`src/rtl/id_ex_stage_pkg.sv`:
```
// Shared widths, ALU control codes and R-type funct codes for the ID/EX stage and the ALU.
// Latency: n/a (types, constants and a combinational forwarding helper only).
// Backpressure: n/a.
package id_ex_stage_pkg;

    localparam int DATA_W        = 32;
    localparam int ALU_CNTL_OP_W = 6;
    localparam int REG_ADDR_W    = 5;

    localparam logic [ALU_CNTL_OP_W-1:0] ALU_AND = 6'h00;
    localparam logic [ALU_CNTL_OP_W-1:0] ALU_OR  = 6'h01;
    localparam logic [ALU_CNTL_OP_W-1:0] ALU_ADD = 6'h02;
    localparam logic [ALU_CNTL_OP_W-1:0] ALU_SUB = 6'h06;
    localparam logic [ALU_CNTL_OP_W-1:0] ALU_SLT = 6'h07;

    localparam logic [5:0] FUNCT_ADD = 6'h20;
    localparam logic [5:0] FUNCT_SUB = 6'h22;
    localparam logic [5:0] FUNCT_AND = 6'h24;
    localparam logic [5:0] FUNCT_OR  = 6'h25;
    localparam logic [5:0] FUNCT_SLT = 6'h2A;

    typedef enum logic [1:0] {
        ALUOP_ADD   = 2'b00,
        ALUOP_SUB   = 2'b01,
        ALUOP_RTYPE = 2'b10,
        ALUOP_RSVD  = 2'b11
    } aluOp_e;

    // Everything the ID/EX register holds; an all-zero value is a bubble.
    typedef struct packed {
        logic                     valid;
        logic                     regWrite;
        logic                     memRead;
        logic                     memWrite;
        logic                     branch;
        logic                     memToReg;
        logic                     illegal;
        logic                     aluSrc;
        logic [ALU_CNTL_OP_W-1:0] op;
        logic [REG_ADDR_W-1:0]    writeReg;
        logic [REG_ADDR_W-1:0]    rsAddr;
        logic [REG_ADDR_W-1:0]    rtAddr;
        logic [DATA_W-1:0]        rsData;
        logic [DATA_W-1:0]        rtData;
        logic [DATA_W-1:0]        imm;
    } idExReg_t;

    // Youngest producer wins; r0 is hard-wired and never forwarded.
    function automatic logic [DATA_W-1:0] fwdPick(
        input logic [REG_ADDR_W-1:0] src,
        input logic [DATA_W-1:0]     stored,
        input logic                  exMemWr,
        input logic [REG_ADDR_W-1:0] exMemRd,
        input logic [DATA_W-1:0]     exMemRes,
        input logic                  memWbWr,
        input logic [REG_ADDR_W-1:0] memWbRd,
        input logic [DATA_W-1:0]     memWbRes
    );
        if (exMemWr && (exMemRd != '0) && (exMemRd == src)) return exMemRes;
        if (memWbWr && (memWbRd != '0) && (memWbRd == src)) return memWbRes;
        return stored;
    endfunction

endpackage

```
`src/rtl/id_ex_stage_if.sv`:
```
// Decode-side, forwarding-side and ALU-side signal bundle of the ID/EX stage.
// Latency: n/a (wires only).
// Backpressure: iStall/iFlush in, oLoadUseStall out; no valid/ready pairs.
interface id_ex_stage_if;
    import id_ex_stage_pkg::*;

    logic                     iValid;
    logic                     iStall;
    logic                     iFlush;
    logic [DATA_W-1:0]        iRsData;
    logic [DATA_W-1:0]        iRtData;
    logic [DATA_W-1:0]        iImm;
    logic [REG_ADDR_W-1:0]    iRsAddr;
    logic [REG_ADDR_W-1:0]    iRtAddr;
    logic [REG_ADDR_W-1:0]    iRdAddr;
    logic [1:0]               iALUOp;
    logic [5:0]               iFunct;
    logic                     iALUSrc;
    logic                     iRegDst;
    logic                     iRegWrite;
    logic                     iMemRead;
    logic                     iMemWrite;
    logic                     iBranch;
    logic                     iMemToReg;
    logic                     iExMemRegWrite;
    logic [REG_ADDR_W-1:0]    iExMemRd;
    logic [DATA_W-1:0]        iExMemResult;
    logic                     iMemWbRegWrite;
    logic [REG_ADDR_W-1:0]    iMemWbRd;
    logic [DATA_W-1:0]        iMemWbResult;

    logic [DATA_W-1:0]        oA;
    logic [DATA_W-1:0]        oB;
    logic [ALU_CNTL_OP_W-1:0] oOp;
    logic [DATA_W-1:0]        oStoreData;
    logic [REG_ADDR_W-1:0]    oWriteReg;
    logic                     oValid;
    logic                     oRegWrite;
    logic                     oMemRead;
    logic                     oMemWrite;
    logic                     oBranch;
    logic                     oMemToReg;
    logic                     oIllegal;
    logic                     oLoadUseStall;

    modport master (
        output iValid, iStall, iFlush, iRsData, iRtData, iImm, iRsAddr, iRtAddr, iRdAddr,
               iALUOp, iFunct, iALUSrc, iRegDst, iRegWrite, iMemRead, iMemWrite, iBranch,
               iMemToReg, iExMemRegWrite, iExMemRd, iExMemResult, iMemWbRegWrite, iMemWbRd,
               iMemWbResult,
        input  oA, oB, oOp, oStoreData, oWriteReg, oValid, oRegWrite, oMemRead, oMemWrite,
               oBranch, oMemToReg, oIllegal, oLoadUseStall
    );

    modport slave (
        input  iValid, iStall, iFlush, iRsData, iRtData, iImm, iRsAddr, iRtAddr, iRdAddr,
               iALUOp, iFunct, iALUSrc, iRegDst, iRegWrite, iMemRead, iMemWrite, iBranch,
               iMemToReg, iExMemRegWrite, iExMemRd, iExMemResult, iMemWbRegWrite, iMemWbRd,
               iMemWbResult,
        output oA, oB, oOp, oStoreData, oWriteReg, oValid, oRegWrite, oMemRead, oMemWrite,
               oBranch, oMemToReg, oIllegal, oLoadUseStall
    );
endinterface

```
`src/rtl/id_ex_stage_alu_control.sv`:
```
// Main ALUOp + funct to ALU control op decode; flags unsupported encodings.
// Latency: combinational.
// Backpressure: none.
module alu_control
    import id_ex_stage_pkg::*;
(
    input  logic [1:0]               aluOp,
    input  logic [5:0]               funct,
    output logic [ALU_CNTL_OP_W-1:0] op,
    output logic                     illegal
);

    always_comb begin
        op      = ALU_AND;
        illegal = 1'b0;
        case (aluOp_e'(aluOp))
            ALUOP_ADD: op = ALU_ADD;
            ALUOP_SUB: op = ALU_SUB;
            ALUOP_RTYPE: begin
                case (funct)
                    FUNCT_ADD: op = ALU_ADD;
                    FUNCT_SUB: op = ALU_SUB;
                    FUNCT_AND: op = ALU_AND;
                    FUNCT_OR:  op = ALU_OR;
                    FUNCT_SLT: op = ALU_SLT;
                    default:   illegal = 1'b1;
                endcase
            end
            default: illegal = 1'b1;
        endcase
    end

endmodule

```
`src/rtl/id_ex_stage.sv`:
```
// ID/EX register + operand select (forwarding and load-use detection under `IDEX_FORWARD_EN).
// Latency: 1 cycle decode->registered fields; oA/oB/oOp/oStoreData combinational from them.
// Backpressure: iStall holds, iFlush or load-use loads a bubble; oLoadUseStall stalls IF/ID.
module id_ex_stage
    import id_ex_stage_pkg::*;
(
    input  logic         clk,
    input  logic         resetn,
    id_ex_stage_if.slave bus
);

    idExReg_t                 stage;
    idExReg_t                 nxt;
    logic [ALU_CNTL_OP_W-1:0] decOp;
    logic                     decIllegal;
    logic                     loadUseStall;
    logic [DATA_W-1:0]        rsFwd;
    logic [DATA_W-1:0]        rtFwd;

    alu_control uAluControl (
        .aluOp   (bus.iALUOp),
        .funct   (bus.iFunct),
        .op      (decOp),
        .illegal (decIllegal)
    );

    // Control bits are qualified by iValid so an empty decode slot enters as a bubble.
    always_comb begin
        nxt          = '0;
        nxt.valid    = bus.iValid;
        nxt.illegal  = bus.iValid && decIllegal;
        nxt.regWrite = bus.iValid && bus.iRegWrite && !decIllegal;
        nxt.memWrite = bus.iValid && bus.iMemWrite && !decIllegal;
        nxt.memRead  = bus.iValid && bus.iMemRead;
        nxt.branch   = bus.iValid && bus.iBranch;
        nxt.memToReg = bus.iValid && bus.iMemToReg;
        nxt.aluSrc   = bus.iALUSrc;
        nxt.op       = decOp;
        nxt.writeReg = bus.iRegDst ? bus.iRdAddr : bus.iRtAddr;
        nxt.rsAddr   = bus.iRsAddr;
        nxt.rtAddr   = bus.iRtAddr;
        nxt.rsData   = bus.iRsData;
        nxt.rtData   = bus.iRtData;
        nxt.imm      = bus.iImm;
    end

    always_ff @(posedge clk) begin
        if (!resetn || bus.iFlush) begin
            stage <= '0;
        end else if (!bus.iStall) begin
            stage <= loadUseStall ? '0 : nxt;
        end
    end

`ifdef IDEX_FORWARD_EN
    assign rsFwd = stage.valid
                 ? fwdPick(stage.rsAddr, stage.rsData, bus.iExMemRegWrite, bus.iExMemRd,
                           bus.iExMemResult, bus.iMemWbRegWrite, bus.iMemWbRd, bus.iMemWbResult)
                 : stage.rsData;
    assign rtFwd = stage.valid
                 ? fwdPick(stage.rtAddr, stage.rtData, bus.iExMemRegWrite, bus.iExMemRd,
                           bus.iExMemResult, bus.iMemWbRegWrite, bus.iMemWbRd, bus.iMemWbResult)
                 : stage.rtData;
    assign loadUseStall = stage.valid && stage.memRead && (stage.writeReg != '0) &&
                          ((stage.writeReg == bus.iRsAddr) || (stage.writeReg == bus.iRtAddr)) &&
                          bus.iValid;
`else
    logic unusedFwd;
    // Without forwarding the scheduler guarantees no hazards, so these inputs are dead.
    assign unusedFwd    = ^{bus.iExMemRegWrite, bus.iExMemRd, bus.iExMemResult,
                            bus.iMemWbRegWrite, bus.iMemWbRd, bus.iMemWbResult,
                            stage.rsAddr, stage.rtAddr};
    assign rsFwd        = stage.rsData;
    assign rtFwd        = stage.rtData;
    assign loadUseStall = 1'b0;
`endif

    assign bus.oA            = rsFwd;
    assign bus.oB            = stage.aluSrc ? stage.imm : rtFwd;
    assign bus.oStoreData    = rtFwd;
    assign bus.oOp           = stage.op;
    assign bus.oWriteReg     = stage.writeReg;
    assign bus.oValid        = stage.valid;
    assign bus.oRegWrite     = stage.regWrite;
    assign bus.oMemRead      = stage.memRead;
    assign bus.oMemWrite     = stage.memWrite;
    assign bus.oBranch       = stage.branch;
    assign bus.oMemToReg     = stage.memToReg;
    assign bus.oIllegal      = stage.illegal;
    assign bus.oLoadUseStall = loadUseStall;

endmodule

```
`src/flat_wrapper.sv`:
```
// flat-port wrapper written by rule: the top's interface ports become plain ports
module id_ex_stage_flat import id_ex_stage_pkg::*;
  (clk, resetn, bus_iValid, bus_iStall, bus_iFlush, bus_iRsData, bus_iRtData, bus_iImm, bus_iRsAddr, bus_iRtAddr, bus_iRdAddr, bus_iALUOp, bus_iFunct, bus_iALUSrc, bus_iRegDst, bus_iRegWrite, bus_iMemRead, bus_iMemWrite, bus_iBranch, bus_iMemToReg, bus_iExMemRegWrite, bus_iExMemRd, bus_iExMemResult, bus_iMemWbRegWrite, bus_iMemWbRd, bus_iMemWbResult, bus_oA, bus_oB, bus_oOp, bus_oStoreData, bus_oWriteReg, bus_oValid, bus_oRegWrite, bus_oMemRead, bus_oMemWrite, bus_oBranch, bus_oMemToReg, bus_oIllegal, bus_oLoadUseStall);
  id_ex_stage_if bus_i ();
  input  logic clk;
  input  logic resetn;
  input wire logic [$bits(bus_i.iValid)-1:0] bus_iValid;
  input wire logic [$bits(bus_i.iStall)-1:0] bus_iStall;
  input wire logic [$bits(bus_i.iFlush)-1:0] bus_iFlush;
  input wire logic [$bits(bus_i.iRsData)-1:0] bus_iRsData;
  input wire logic [$bits(bus_i.iRtData)-1:0] bus_iRtData;
  input wire logic [$bits(bus_i.iImm)-1:0] bus_iImm;
  input wire logic [$bits(bus_i.iRsAddr)-1:0] bus_iRsAddr;
  input wire logic [$bits(bus_i.iRtAddr)-1:0] bus_iRtAddr;
  input wire logic [$bits(bus_i.iRdAddr)-1:0] bus_iRdAddr;
  input wire logic [$bits(bus_i.iALUOp)-1:0] bus_iALUOp;
  input wire logic [$bits(bus_i.iFunct)-1:0] bus_iFunct;
  input wire logic [$bits(bus_i.iALUSrc)-1:0] bus_iALUSrc;
  input wire logic [$bits(bus_i.iRegDst)-1:0] bus_iRegDst;
  input wire logic [$bits(bus_i.iRegWrite)-1:0] bus_iRegWrite;
  input wire logic [$bits(bus_i.iMemRead)-1:0] bus_iMemRead;
  input wire logic [$bits(bus_i.iMemWrite)-1:0] bus_iMemWrite;
  input wire logic [$bits(bus_i.iBranch)-1:0] bus_iBranch;
  input wire logic [$bits(bus_i.iMemToReg)-1:0] bus_iMemToReg;
  input wire logic [$bits(bus_i.iExMemRegWrite)-1:0] bus_iExMemRegWrite;
  input wire logic [$bits(bus_i.iExMemRd)-1:0] bus_iExMemRd;
  input wire logic [$bits(bus_i.iExMemResult)-1:0] bus_iExMemResult;
  input wire logic [$bits(bus_i.iMemWbRegWrite)-1:0] bus_iMemWbRegWrite;
  input wire logic [$bits(bus_i.iMemWbRd)-1:0] bus_iMemWbRd;
  input wire logic [$bits(bus_i.iMemWbResult)-1:0] bus_iMemWbResult;
  output wire logic [$bits(bus_i.oA)-1:0] bus_oA;
  output wire logic [$bits(bus_i.oB)-1:0] bus_oB;
  output wire logic [$bits(bus_i.oOp)-1:0] bus_oOp;
  output wire logic [$bits(bus_i.oStoreData)-1:0] bus_oStoreData;
  output wire logic [$bits(bus_i.oWriteReg)-1:0] bus_oWriteReg;
  output wire logic [$bits(bus_i.oValid)-1:0] bus_oValid;
  output wire logic [$bits(bus_i.oRegWrite)-1:0] bus_oRegWrite;
  output wire logic [$bits(bus_i.oMemRead)-1:0] bus_oMemRead;
  output wire logic [$bits(bus_i.oMemWrite)-1:0] bus_oMemWrite;
  output wire logic [$bits(bus_i.oBranch)-1:0] bus_oBranch;
  output wire logic [$bits(bus_i.oMemToReg)-1:0] bus_oMemToReg;
  output wire logic [$bits(bus_i.oIllegal)-1:0] bus_oIllegal;
  output wire logic [$bits(bus_i.oLoadUseStall)-1:0] bus_oLoadUseStall;
  assign bus_i.iValid = bus_iValid;
  assign bus_i.iStall = bus_iStall;
  assign bus_i.iFlush = bus_iFlush;
  assign bus_i.iRsData = bus_iRsData;
  assign bus_i.iRtData = bus_iRtData;
  assign bus_i.iImm = bus_iImm;
  assign bus_i.iRsAddr = bus_iRsAddr;
  assign bus_i.iRtAddr = bus_iRtAddr;
  assign bus_i.iRdAddr = bus_iRdAddr;
  assign bus_i.iALUOp = bus_iALUOp;
  assign bus_i.iFunct = bus_iFunct;
  assign bus_i.iALUSrc = bus_iALUSrc;
  assign bus_i.iRegDst = bus_iRegDst;
  assign bus_i.iRegWrite = bus_iRegWrite;
  assign bus_i.iMemRead = bus_iMemRead;
  assign bus_i.iMemWrite = bus_iMemWrite;
  assign bus_i.iBranch = bus_iBranch;
  assign bus_i.iMemToReg = bus_iMemToReg;
  assign bus_i.iExMemRegWrite = bus_iExMemRegWrite;
  assign bus_i.iExMemRd = bus_iExMemRd;
  assign bus_i.iExMemResult = bus_iExMemResult;
  assign bus_i.iMemWbRegWrite = bus_iMemWbRegWrite;
  assign bus_i.iMemWbRd = bus_iMemWbRd;
  assign bus_i.iMemWbResult = bus_iMemWbResult;
  assign bus_oA = bus_i.oA;
  assign bus_oB = bus_i.oB;
  assign bus_oOp = bus_i.oOp;
  assign bus_oStoreData = bus_i.oStoreData;
  assign bus_oWriteReg = bus_i.oWriteReg;
  assign bus_oValid = bus_i.oValid;
  assign bus_oRegWrite = bus_i.oRegWrite;
  assign bus_oMemRead = bus_i.oMemRead;
  assign bus_oMemWrite = bus_i.oMemWrite;
  assign bus_oBranch = bus_i.oBranch;
  assign bus_oMemToReg = bus_i.oMemToReg;
  assign bus_oIllegal = bus_i.oIllegal;
  assign bus_oLoadUseStall = bus_i.oLoadUseStall;
  id_ex_stage u_core (.clk(clk), .resetn(resetn), .bus(bus_i));
endmodule
```
`config.mk`:
```
export PLATFORM = sky130hd
export DESIGN_NAME = id_ex_stage_flat
export DESIGN_NICKNAME = d
export VERILOG_FILES = /design/src/rtl/id_ex_stage_pkg.sv /design/src/rtl/id_ex_stage_if.sv /design/src/rtl/id_ex_stage_alu_control.sv /design/src/rtl/id_ex_stage.sv /design/src/flat_wrapper.sv
export SDC_FILE = /design/constraint.sdc
export NUM_CORES = 1
export LEC_CHECK = 0
export ABC_AREA = 1
export BUFFER_PORTS_ARGS = -buffer_cell sky130_fd_sc_hd__buf_2
export CORE_MARGIN = 10
export CORE_UTILIZATION = 43
export CTS_CLUSTER_SIZE = 24
export DETAILED_ROUTE_END_ITERATION = 8
export PLACE_DENSITY = 0.85
export SYNTH_ARGS = -nofsm -noshare
export SYNTH_HDL_FRONTEND = slang
export SYNTH_SLANG_ARGS = --single-unit
```
`constraint.sdc`:
```
create_clock -name clk -period 1.2 [get_ports clk]
set_clock_uncertainty 0.1 [all_clocks]
set_input_delay 0.12 -clock clk [delete_from_list [all_inputs] [get_ports clk]]
set_output_delay 0.12 -clock clk [all_outputs]
set_load 0.005 [all_outputs]
```
==> flow_metrics.py <==
metrics = {
    "job": {
        "drv_cap": 0,
    },
    "critical_path": {
        "crit_type": "reg2out",
        "cp.arrival_ns": 1.36,
        "crit_required_ns": 0.98,
        "critPathCaptureType": "output port",
        "cp_max_fo": 8,
        "startpoint_type": "flip-flop",
    },
    "global_route": {
        "grt_pass1_vias": 5434,
        "grt_first_pass_wirelength_mm": 27.6,
        "grt_overflow": 0,
        "grt_usage_pct": 20.6,
        "grt_max_degree": 57,
        "antenna_found_initial": 4,
    },
    "power_and_ir_drop": {
        "peakVddDrop_uv": 993,
        "leakagePower_nw": 3.62,
        "power_density_mw_per_mm2": 1120,
        "p_total_mw": 8.54,
    },
    "synth": {
        "syn-mean-instance-area_um2": 7.46,
        "ys_seq_area_share_pct": 44.2,
        "synth_seq_cells": 112,
        "syn_inst": 679,
        "syn_area_mm2": 0.00507,
        "ys.warnings.count": 0,
        "yosysUniqueCellTypes": 21,
    },
    "place": {
        "place_inst": 964,
        "gp_routability_congestion": 0.811,
        "io_buffer_count": 236,
        "pre_cts_ws_ns": 0.0189,
        "postPlaceCellArea_mm2": 0.00591,
        "dp_hpwl_mm": 11.1,
    },
    "cts": {
        "cts_num_sinks": 112,
        "htreeDepth": 3,
        "clk_pin_slew_ns": 0.07,
        "cts_buffer_depth": 2,
        "cts_tree": "yes",
        "clkLatencyLatePin_ns": 0.34,
        "cts_buffers": 9,
        "ctsRootBufferMaster": "clkbuf_16",
    },
    "layout": {
        "finalNetCount": 1154,
        "fillers": 865,
        "layout_common_cells": "buf_2, nand2_1, dlygate4sd3_1",
        "seqCellArea_mm2": 0.00225,
        "fin_cells": 1102,
        "fin_area_mm2": 0.00764,
        "layout-drive-gt1-share_pct": 35.6,
        "multi_input_area_mm2": 0.00202,
        "areaGrowthSynthToFinish_pct": 50.7,
        "layout_commonest_cell": "buf_2",
    },
    "sta": {
        "setup_viol": 32,
        "fin_hold_ws_ns": 0.0282,
        "grt_setup_unrepaired": "true",
        "max_freq_mhz": 635,
        "drv_slew": 0,
        "fin_crit_ns": 1.58,
        "setup_slack_ns": -0.375,
        "finalHoldViolations": 0,
        "fin_crit_sh_pct": 131,
    },
    "detailed_routing": {
        "routed_via_density": 4.96,
        "vias": 5470,
        "drt-total-wl_mm": 19.4,
        "ant_nets": 0,
        "wl_per_cell_um": 17.6,
        "drt_iter0_markers": 424,
        "drc_errors": 0,
        "dr.pass1.iters": 5,
    },
    "floorplanning": {
        "die_w_um": 129,
        "ios": 322,
        "fp.coreArea_mm2": 0.0115,
        "fp-row-count": 39,
        "die_h_um": 129,
        "dieArea_mm2": 0.0165,
        "start_util_pct": 44.2,
    },
    "outcome": {
        "status": "complete, but fails checks",
        "violations": "negative setup slack",
    },
    "hold_path": {
        "hold_class": "in2reg",
    },
}
cells by family (layout without fill, tap and decap cells):
group,after synthesis,after routing,synth area share (%)
DFF,112,112,44.2
and+or+nand+nor,217,217,17.0
muxes,5,5,1.11
buffers and inverters,165,435,19.1
AOI/OAI and AO/OA,179,179,18.5
other,1,11,0.0740
through the flow:
stage / utilization (%) / TNS [ns]
after detailed placement: 51.5 / 0
after global routing: 66.5 / -11.18
after floorplan: - / 0
final: 66.6 / -9.27
after CTS: 64.1 / -9.22
after global placement: 51.5 / 0
Yosys cell counts:
| library cell | count | share of area [%] |
|---|---|---|
| mux2_2 | 5 | 1.1 |
| nor2_1 | 16 | 1.2 |
| nor2_2 | 3 | 0.37 |
| o21ai_0 | 65 | 6.4 |
| inv_2 | 2 | 0.15 |
| inv_1 | 45 | 3.3 |
| clkbuf_1 | 10 | 0.74 |
| conb_1 | 1 | 0.074 |
| dfxtp_1 | 112 | 44 |
| a21oi_2 | 11 | 1.9 |
| buf_6 | 2 | 0.44 |
| nand2_2 | 2 | 0.25 |
| o21ai_1 | 6 | 0.59 |
| nand2_1 | 186 | 14 |
| nand3b_1 | 3 | 0.44 |
| inv_4 | 1 | 0.12 |
| buf_2 | 25 | 2.5 |
| a21oi_1 | 97 | 9.6 |
| nor2_4 | 2 | 0.44 |
| buf_4 | 80 | 12 |
| nand3_1 | 5 | 0.49 |
where the power goes:
part           internal [mW]  switching [mW]
combinational          0.713           0.650
clock                   1.88            1.38
sequential              3.84          0.0778
total                   6.43            2.11
worst max-delay path, cell delays in order (launching register included):
cell,delay [ns]
dfxtp_4,0.40
buf_12,0.16
buf_8,0.13
nand2_1,0.07
o21ai_1,0.10
buf_2,0.14
registers in the layout, indices dropped and copies added, names as in the netlist, 3 cells and up:
register               cells
u_core.bus.oWriteReg       5
u_core.bus.oOp             3
u_core.bus.oStoreData     32
u_core.stage              33
u_core.bus.oA             32
what timing repair did:
| action | CTS | global route |
|---|---|---|
| hold buffers | 112 | 0 |
| endpoints found under the setup margin | 32 | 33 |
| buffers inserted | 0 | 1 |
| gates resized for setup | 11 | 78 |
| pin swaps | 0 | 16 |
| gates cloned | 0 | 3 |
| endpoints found under the hold margin | 107 | 0 |
worst paths after layout:
path                          start                       to  slack [ns]  cells past startpoint
setup reg to reg  u_core.stage[117]        u_core.stage[117]        0.16                      4
hold / removal       bus_iRtAddr[0]  u_core.bus.oWriteReg[0]        0.03                      4
hold reg to reg    u_core.bus.oA[4]         u_core.bus.oA[4]        0.36                      2
setup / recovery  u_core.stage[117]               bus_oB[17]       -0.38                      5
metal layers:
layer | wire length, µm | GRT usage (%) | share of wire, %
met5 | 0 | 0 | 0
met4 | 670 | 11.8 | 3.5
met3 | 2000 | 8.05 | 10
met2 | 9550 | 34.3 | 49
met1 | 7200 | 22.0 | 37
layout make-up:
cell class / count / share of cell area, %
Multi-Input combinational cell: 405 / 26.5
Tap cell: 143 / 2.34
Timing Repair Buffer: 371 / 35.0
Antenna cell: 7 / 0.229
Clock inverter: 6 / 1.08
Inverter: 48 / 2.39
Clock buffer: 10 / 3.13
Sequential cell: 112 / 29.4
Power figures use the tool's default switching activity.
